File: config.mk
export PLATFORM = sky130hd
export DESIGN_NAME = sms23_ddt_scanner
export DESIGN_NICKNAME = d
export VERILOG_FILES = /design/src/rtl/sms23_scan_pkg.sv /design/src/rtl/ddt_counter_bank.sv /design/src/rtl/sms23_ddt_scanner.sv
export SDC_FILE = /design/constraint.sdc
export NUM_CORES = 2
export LEC_CHECK = 0
export CORE_MARGIN = 5
export CORE_UTILIZATION = 50
export DETAILED_ROUTE_END_ITERATION = 7
export DONT_BUFFER_PORTS = 1
export PLACE_DENSITY = 0.66
export SLEW_MARGIN = 0
export SYNTH_ARGS = -nofsm -noshare
export SYNTH_HDL_FRONTEND = slang
export SYNTH_SLANG_ARGS = --single-unit
File: constraint.sdc
create_clock -name clk -period 41.7 [get_ports clk]
set_input_delay 10.425 -clock clk [delete_from_list [all_inputs] [get_ports clk]]
set_output_delay 10.425 -clock clk [all_outputs]
set_load 0.05 [all_outputs]
File: src/rtl/sms23_scan_pkg.sv
// Shared constants, FSM state type and helpers for the S-box DDT scanner.
package sms23_scan_pkg;

    localparam int SB_N    = 6;
    localparam int SB_SIZE = 64;
    localparam int CNT_W   = 7;

    typedef enum logic [2:0] {
        ST_IDLE  = 3'd0,
        ST_FILL  = 3'd1,
        ST_CLEAR = 3'd2,
        ST_SCAN  = 3'd3,
        ST_DONE  = 3'd4
    } scan_state_t;

    // A map of 2^N outputs is a bijection exactly when every output value was hit.
    function automatic logic all_seen(input logic [SB_SIZE-1:0] seen);
        return &seen;
    endfunction

endpackage

File: src/rtl/ddt_counter_bank.sv
// One DDT row of 7-bit occurrence counters with single-index read-modify-write.
module ddt_counter_bank
    import sms23_scan_pkg::*;
(
    input  logic             clk,
    input  logic             rst,
    input  logic             clr,
    input  logic             inc,
    input  logic [SB_N-1:0]  idx,
    output logic [CNT_W-1:0] inc_val
);

    logic [CNT_W-1:0] cnt_q [SB_SIZE];
    logic [CNT_W-1:0] cnt_d [SB_SIZE];

    // Next counter contents: clear-all wins over the single increment.
    always_comb begin
        cnt_d   = cnt_q;
        inc_val = cnt_q[idx] + 7'd1;
        if (clr) begin
            for (int i = 0; i < SB_SIZE; i++) begin
                cnt_d[i] = 7'd0;
            end
        end else if (inc) begin
            cnt_d[idx] = inc_val;
        end else begin
            cnt_d = cnt_q;
        end
    end

    // Counter storage.
    always_ff @(posedge clk or posedge rst) begin
        if (rst) begin
            for (int i = 0; i < SB_SIZE; i++) begin
                cnt_q[i] <= 7'd0;
            end
        end else begin
            cnt_q <= cnt_d;
        end
    end

endmodule

File: src/rtl/sms23_ddt_scanner.sv
// Sweeps an attached 6-bit S-box, checks bijectivity and finds its
// differential uniformity plus the first (alpha, beta) pair reaching it.
module sms23_ddt_scanner
    import sms23_scan_pkg::*;
#(
    parameter int N = 6
) (
    input  logic         clk,
    input  logic         rst,
    input  logic         start,
    output logic [N-1:0] sbox_x,
    input  logic [N-1:0] sbox_y,
    output logic         busy,
    output logic         done,
    output logic         is_perm,
    output logic [6:0]   du,
    output logic [N-1:0] du_alpha,
    output logic [N-1:0] du_beta
);

    if (N != SB_N) begin : g_bad_width
        $error("sms23_ddt_scanner supports only N = 6");
    end

    scan_state_t        state_q, state_d;
    logic [SB_N-1:0]    idx_q, idx_d;
    logic [SB_N-1:0]    alpha_q, alpha_d;
    logic [SB_N-1:0]    table_q [SB_SIZE];
    logic [SB_N-1:0]    table_d [SB_SIZE];
    logic [SB_SIZE-1:0] seen_q, seen_d;
    logic               is_perm_q, is_perm_d;
    logic [CNT_W-1:0]   du_q, du_d;
    logic [SB_N-1:0]    du_alpha_q, du_alpha_d;
    logic [SB_N-1:0]    du_beta_q, du_beta_d;

    logic [SB_N-1:0]    beta_s;
    logic [CNT_W-1:0]   inc_val_s;
    logic               cnt_clr_s;
    logic               cnt_inc_s;

    assign beta_s = table_q[idx_q] ^ table_q[idx_q ^ alpha_q];

    ddt_counter_bank u_cnt (
        .clk     (clk),
        .rst     (rst),
        .clr     (cnt_clr_s),
        .inc     (cnt_inc_s),
        .idx     (beta_s),
        .inc_val (inc_val_s)
    );

    // FSM next-state, table fill, and running-maximum tracking.
    always_comb begin
        state_d    = state_q;
        idx_d      = idx_q;
        alpha_d    = alpha_q;
        table_d    = table_q;
        seen_d     = seen_q;
        is_perm_d  = is_perm_q;
        du_d       = du_q;
        du_alpha_d = du_alpha_q;
        du_beta_d  = du_beta_q;
        cnt_clr_s  = 1'b0;
        cnt_inc_s  = 1'b0;
        case (state_q)
            ST_IDLE, ST_DONE: begin
                if (start) begin
                    state_d    = ST_FILL;
                    idx_d      = 6'd0;
                    alpha_d    = 6'd0;
                    seen_d     = 64'd0;
                    is_perm_d  = 1'b0;
                    du_d       = 7'd0;
                    du_alpha_d = 6'd0;
                    du_beta_d  = 6'd0;
                    cnt_clr_s  = 1'b1;
                end else begin
                    state_d = state_q;
                end
            end
            ST_FILL: begin
                table_d[idx_q] = sbox_y;
                seen_d[sbox_y] = 1'b1;
                idx_d          = idx_q + 6'd1;
                if (idx_q == 6'd63) begin
                    is_perm_d = all_seen(seen_d);
                    alpha_d   = 6'd1;
                    state_d   = ST_CLEAR;
                end else begin
                    state_d = ST_FILL;
                end
            end
            ST_CLEAR: begin
                cnt_clr_s = 1'b1;
                idx_d     = 6'd0;
                state_d   = ST_SCAN;
            end
            ST_SCAN: begin
                cnt_inc_s = 1'b1;
                idx_d     = idx_q + 6'd1;
                // Strict compare keeps the earliest pair on ties.
                if (inc_val_s > du_q) begin
                    du_d       = inc_val_s;
                    du_alpha_d = alpha_q;
                    du_beta_d  = beta_s;
                end else begin
                    du_d = du_q;
                end
                if (idx_q == 6'd63) begin
                    if (alpha_q == 6'd63) begin
                        state_d = ST_DONE;
                    end else begin
                        alpha_d = alpha_q + 6'd1;
                        state_d = ST_CLEAR;
                    end
                end else begin
                    state_d = ST_SCAN;
                end
            end
            default: begin
                state_d = ST_IDLE;
            end
        endcase
    end

    // State, table and result registers.
    always_ff @(posedge clk or posedge rst) begin
        if (rst) begin
            state_q    <= ST_IDLE;
            idx_q      <= 6'd0;
            alpha_q    <= 6'd0;
            seen_q     <= 64'd0;
            is_perm_q  <= 1'b0;
            du_q       <= 7'd0;
            du_alpha_q <= 6'd0;
            du_beta_q  <= 6'd0;
            for (int i = 0; i < SB_SIZE; i++) begin
                table_q[i] <= 6'd0;
            end
        end else begin
            state_q    <= state_d;
            idx_q      <= idx_d;
            alpha_q    <= alpha_d;
            seen_q     <= seen_d;
            is_perm_q  <= is_perm_d;
            du_q       <= du_d;
            du_alpha_q <= du_alpha_d;
            du_beta_q  <= du_beta_d;
            table_q    <= table_d;
        end
    end

    assign sbox_x   = (state_q == ST_FILL) ? idx_q : 6'd0;
    assign busy     = (state_q == ST_FILL) || (state_q == ST_CLEAR) || (state_q == ST_SCAN);
    assign done     = (state_q == ST_DONE);
    assign is_perm  = is_perm_q;
    assign du       = du_q;
    assign du_alpha = du_alpha_q;
    assign du_beta  = du_beta_q;

endmodule
==> key figures <==
Detailed routing
  – Via density: approximately 6.8
  – Routed len/inst: 29.1 um
  – Routed via count: ~38,000
  – DRT antenna net count: 0
  – Drt pass-1 iters: 8
  – First DRT Iteration DRCs: 4,987
  – DRC Markers: 0
  – Routed WL: 162,000 um

Run
  – MaxCap Viol Count: 0

Worst setup path
  – Critical path launch point type: register
  – Worst-path fanout max: 13
  – Crit path kind: reg -> out
  – WP data arrival: between 2 and 3 ns
  – CP Capture Type: primary output
  – Worst EP required: between 30 and 40 ns

Yosys
  – Library cells used by synthesis: 85
  – Warning count from the yosys run: 0
  – Synthesized flop and latch total: 931
  – Syn Nets: between 4,000 and 5,000
  – Post-Syn Area: 46,600 sq um
  – Ys async rst share: 1.00
  – Post-Syn Instances: 4,324
  – Post-synth EDFFs: 0
  – Seq/Total Area, Yosys: 0.500
  – Syn Area/Cell: 10.8 sq um
  – Ys flop type: dfrtp_1

CTS
  – # hold bufs at CTS: 0
  – Worst-Skew Late Latency: 0.67 ns
  – Post-CTS sizing: 0
  – CTS max path bufs: 3
  – Num Clock Sinks: 931
  – Root Driver: clkbuf_16
  – Post-CTS setup buffer count: 0
  – Clock slew at reported path FFs: 0.06 ns
  – CTS tree: done
  – CTS buffer count: 98
  – Number of H-tree levels: 3

Final layout
  – Area growth from synthesis to layout: 9.74%
  – Fin nets: 4,237
  – Fill count: 8,055
  – Share of cells above drive strength 1: 0.215

Hold path
  – Type of the worst min-delay path: reg -> reg

Floorplanning
  – DIE AREA: 99,300 sq um
  – Die W: 315 um
  – I/O pin count: 37
  – FP Rows: 112
  – Die H: 315 um
  – Core Box Area: 92,900 sq um
  – Starting Density: 0.501

Global routing
  – Largest net degree at the start of global routing: 171
  – Vias in the first global route: 36,700
  – Total gr overflow: 0
  – Antenna violations before repair: 5
  – First-pass GRT wire length: 243,000 um
  – Total GRT Usage: 0.323

Timing
  – Tcrit/Tclk final: 0.320
  – Max-slew headroom: 0.0977
  – Setup TNS: 0 ns
  – Worst Clk Skew: 0.0213 ns
  – Worst Tran Pin Value: 1.35 ns
  – Tmin final: between 10 and 15 ns
  – Final setup viols: 0
  – Final Max Tran Viols: 0
  – Fin. Hold Viols: 0
  – RSZ-0062 raised after global routing: false
  – Maximum operating frequency: roughly 0.075 GHz

Place
  – Routability cong.: 0.984
  – Hpwl dp: between 100,000 and 150,000 um
  – IO buf count: 0

Run status
  – Status: completed
[per-stage QoR]
step | worst slack [ns] | utilization | instances | area, sq um | hold slack [ns]
after floorplan | 5.10 | - | 4324 | 46600 | 0.442
after CTS | 28.40 | 0.550 | 5551 | 51100 | 0.476
after global routing | 28.18 | 0.550 | 5551 | 51100 | 0.501
after global placement | 27.99 | 0.515 | 5372 | 47800 | 0.455
after detailed placement | 27.98 | 0.515 | 5372 | 47800 | 0.463
final | 28.34 | 0.550 | 5555 | 51100 | 0.475
[cells in the final DEF (no fill, tap or decap), types with 11 or more instances in the layout]
cell,netlist,layout
o21ai_1,89,92
mux2i_1,88,88
mux2_2,440,440
dfrtp_1,931,928
a21oi_1,136,135
nand2_1,800,796
a32oi_1,20,20
a22o_1,121,121
a2111oi_0,12,12
a31oi_1,20,20
a211oi_1,14,14
o22ai_1,57,57
buf_4,17,106
clkbuf_8,0,28
inv_1,30,29
and2_1,18,17
nor4_1,19,19
clkbuf_1,204,18
o211ai_1,19,19
clkinv_2,0,21
nand2b_1,15,15
a22oi_1,27,27
nor2_1,147,145
nand4_1,24,24
o21ai_0,462,459
a221oi_1,31,31
o22a_1,11,11
o221ai_1,13,13
nor3_1,45,40
clkbuf_16,0,101
or3_1,15,15
nand3_1,81,81
mux4_2,147,147
[layout make-up]
class | count | area (sq um) | share of cell area
Sequential cell | 931 | 23300 | 0.456
Multi-Input combinational cell | 3046 | 22000 | 0.430
Clock buffer | 147 | 2980 | 0.0583
Tap cell | 1254 | 1570 | 0.0307
Timing Repair Buffer | 109 | 856 | 0.0167
Clock inverter | 32 | 304 | 0.00595
Inverter | 32 | 128 | 0.00250
Antenna cell | 4 | 10.0 | 0.000196
[registers in the layout, summed over array words and instances (netlist names)]
| signal | count |
|---|---|
| du_beta | 6 |
| table_q | 384 |
| u_cnt.cnt_q | 448 |
| state_q | 3 |
| alpha_q | 6 |
| is_perm | 1 |
| seen_q | 64 |
| du | 7 |
| du_alpha | 6 |
| idx_q | 6 |
[worst paths after layout]
path	to	slack, ns	from	cells past startpoint
worst max-delay path	sbox_x[0]	28.34	state_q[2]	4
max in group asynchronous	table_q[301]	28.79	rst	4
worst min register to register	u_cnt.cnt_q[164]	0.47	u_cnt.cnt_q[164]	2
worst min-delay path	u_cnt.cnt_q[164]	0.47	u_cnt.cnt_q[164]	2
min in group asynchronous	u_cnt.cnt_q[312]	9.80	rst	1
worst max register to register	du_alpha[5]	30.92	idx_q[0]	28
[metal layers]
layer	part of all wire	GRT usage	vias up
met5	0.00016	0	-
met4	0.078	0.199	4
met3	0.098	0.0688	659
met2	0.44	0.484	2389
met1	0.38	0.432	19000
li1	-	-	15600
[Yosys cell counts, types with 12 or more instances]
library cell | n | area (sq um)
a32oi_1 | 20 | 175
buf_2 | 64 | 320
nand3_1 | 81 | 405
nor2_1 | 147 | 552
o211ai_1 | 19 | 143
nand4_1 | 24 | 150
a221oi_1 | 31 | 272
buf_4 | 17 | 128
a21oi_1 | 136 | 681
mux2i_1 | 88 | 881
or3_1 | 15 | 93.8
o22ai_1 | 57 | 357
and2_1 | 18 | 113
xor2_1 | 15 | 131
inv_1 | 30 | 113
a31oi_1 | 20 | 125
dfrtp_1 | 931 | 23300
mux2_2 | 440 | 4950
nor4_1 | 19 | 119
o21ai_1 | 89 | 445
a211oi_1 | 14 | 105
o21ai_0 | 462 | 2310
nor3_1 | 45 | 225
buf_6 | 21 | 236
o221ai_1 | 13 | 114
nand2_1 | 800 | 3000
clkbuf_1 | 204 | 766
a2111oi_0 | 12 | 105
a22o_1 | 121 | 1060
a22oi_1 | 27 | 203
nand2b_1 | 15 | 93.8
mux4_2 | 147 | 3310
[kinds of logic (layout without fill, tap and decap cells)]
| family | after synthesis | in the layout | synth area share |
|---|---|---|---|
| AOI/OAI and AO/OA | 1108 | 1108 | 0.148 |
| xor gates and xnor gates | 28 | 28 | 0.00575 |
| adders and majority gates | 10 | 10 | 0.00269 |
| buffers and inverters | 347 | 320 | 0.0344 |
| DFF | 931 | 931 | 0.500 |
| muxes | 675 | 675 | 0.196 |
| other | 0 | 4 | 0 |
| and+or+nand+nor | 1225 | 1225 | 0.112 |
[worst max-delay path, stage by stage (launching register included)]
cell and delay, ns:
dfrtp_1 0.48, nand2b_1 0.26, nor2_1 0.74, nand2_1 0.31, inv_1 0.47
Power is not shown: default switching activity piles up to over one toggle a cycle in this logic, so the estimate is an artifact.
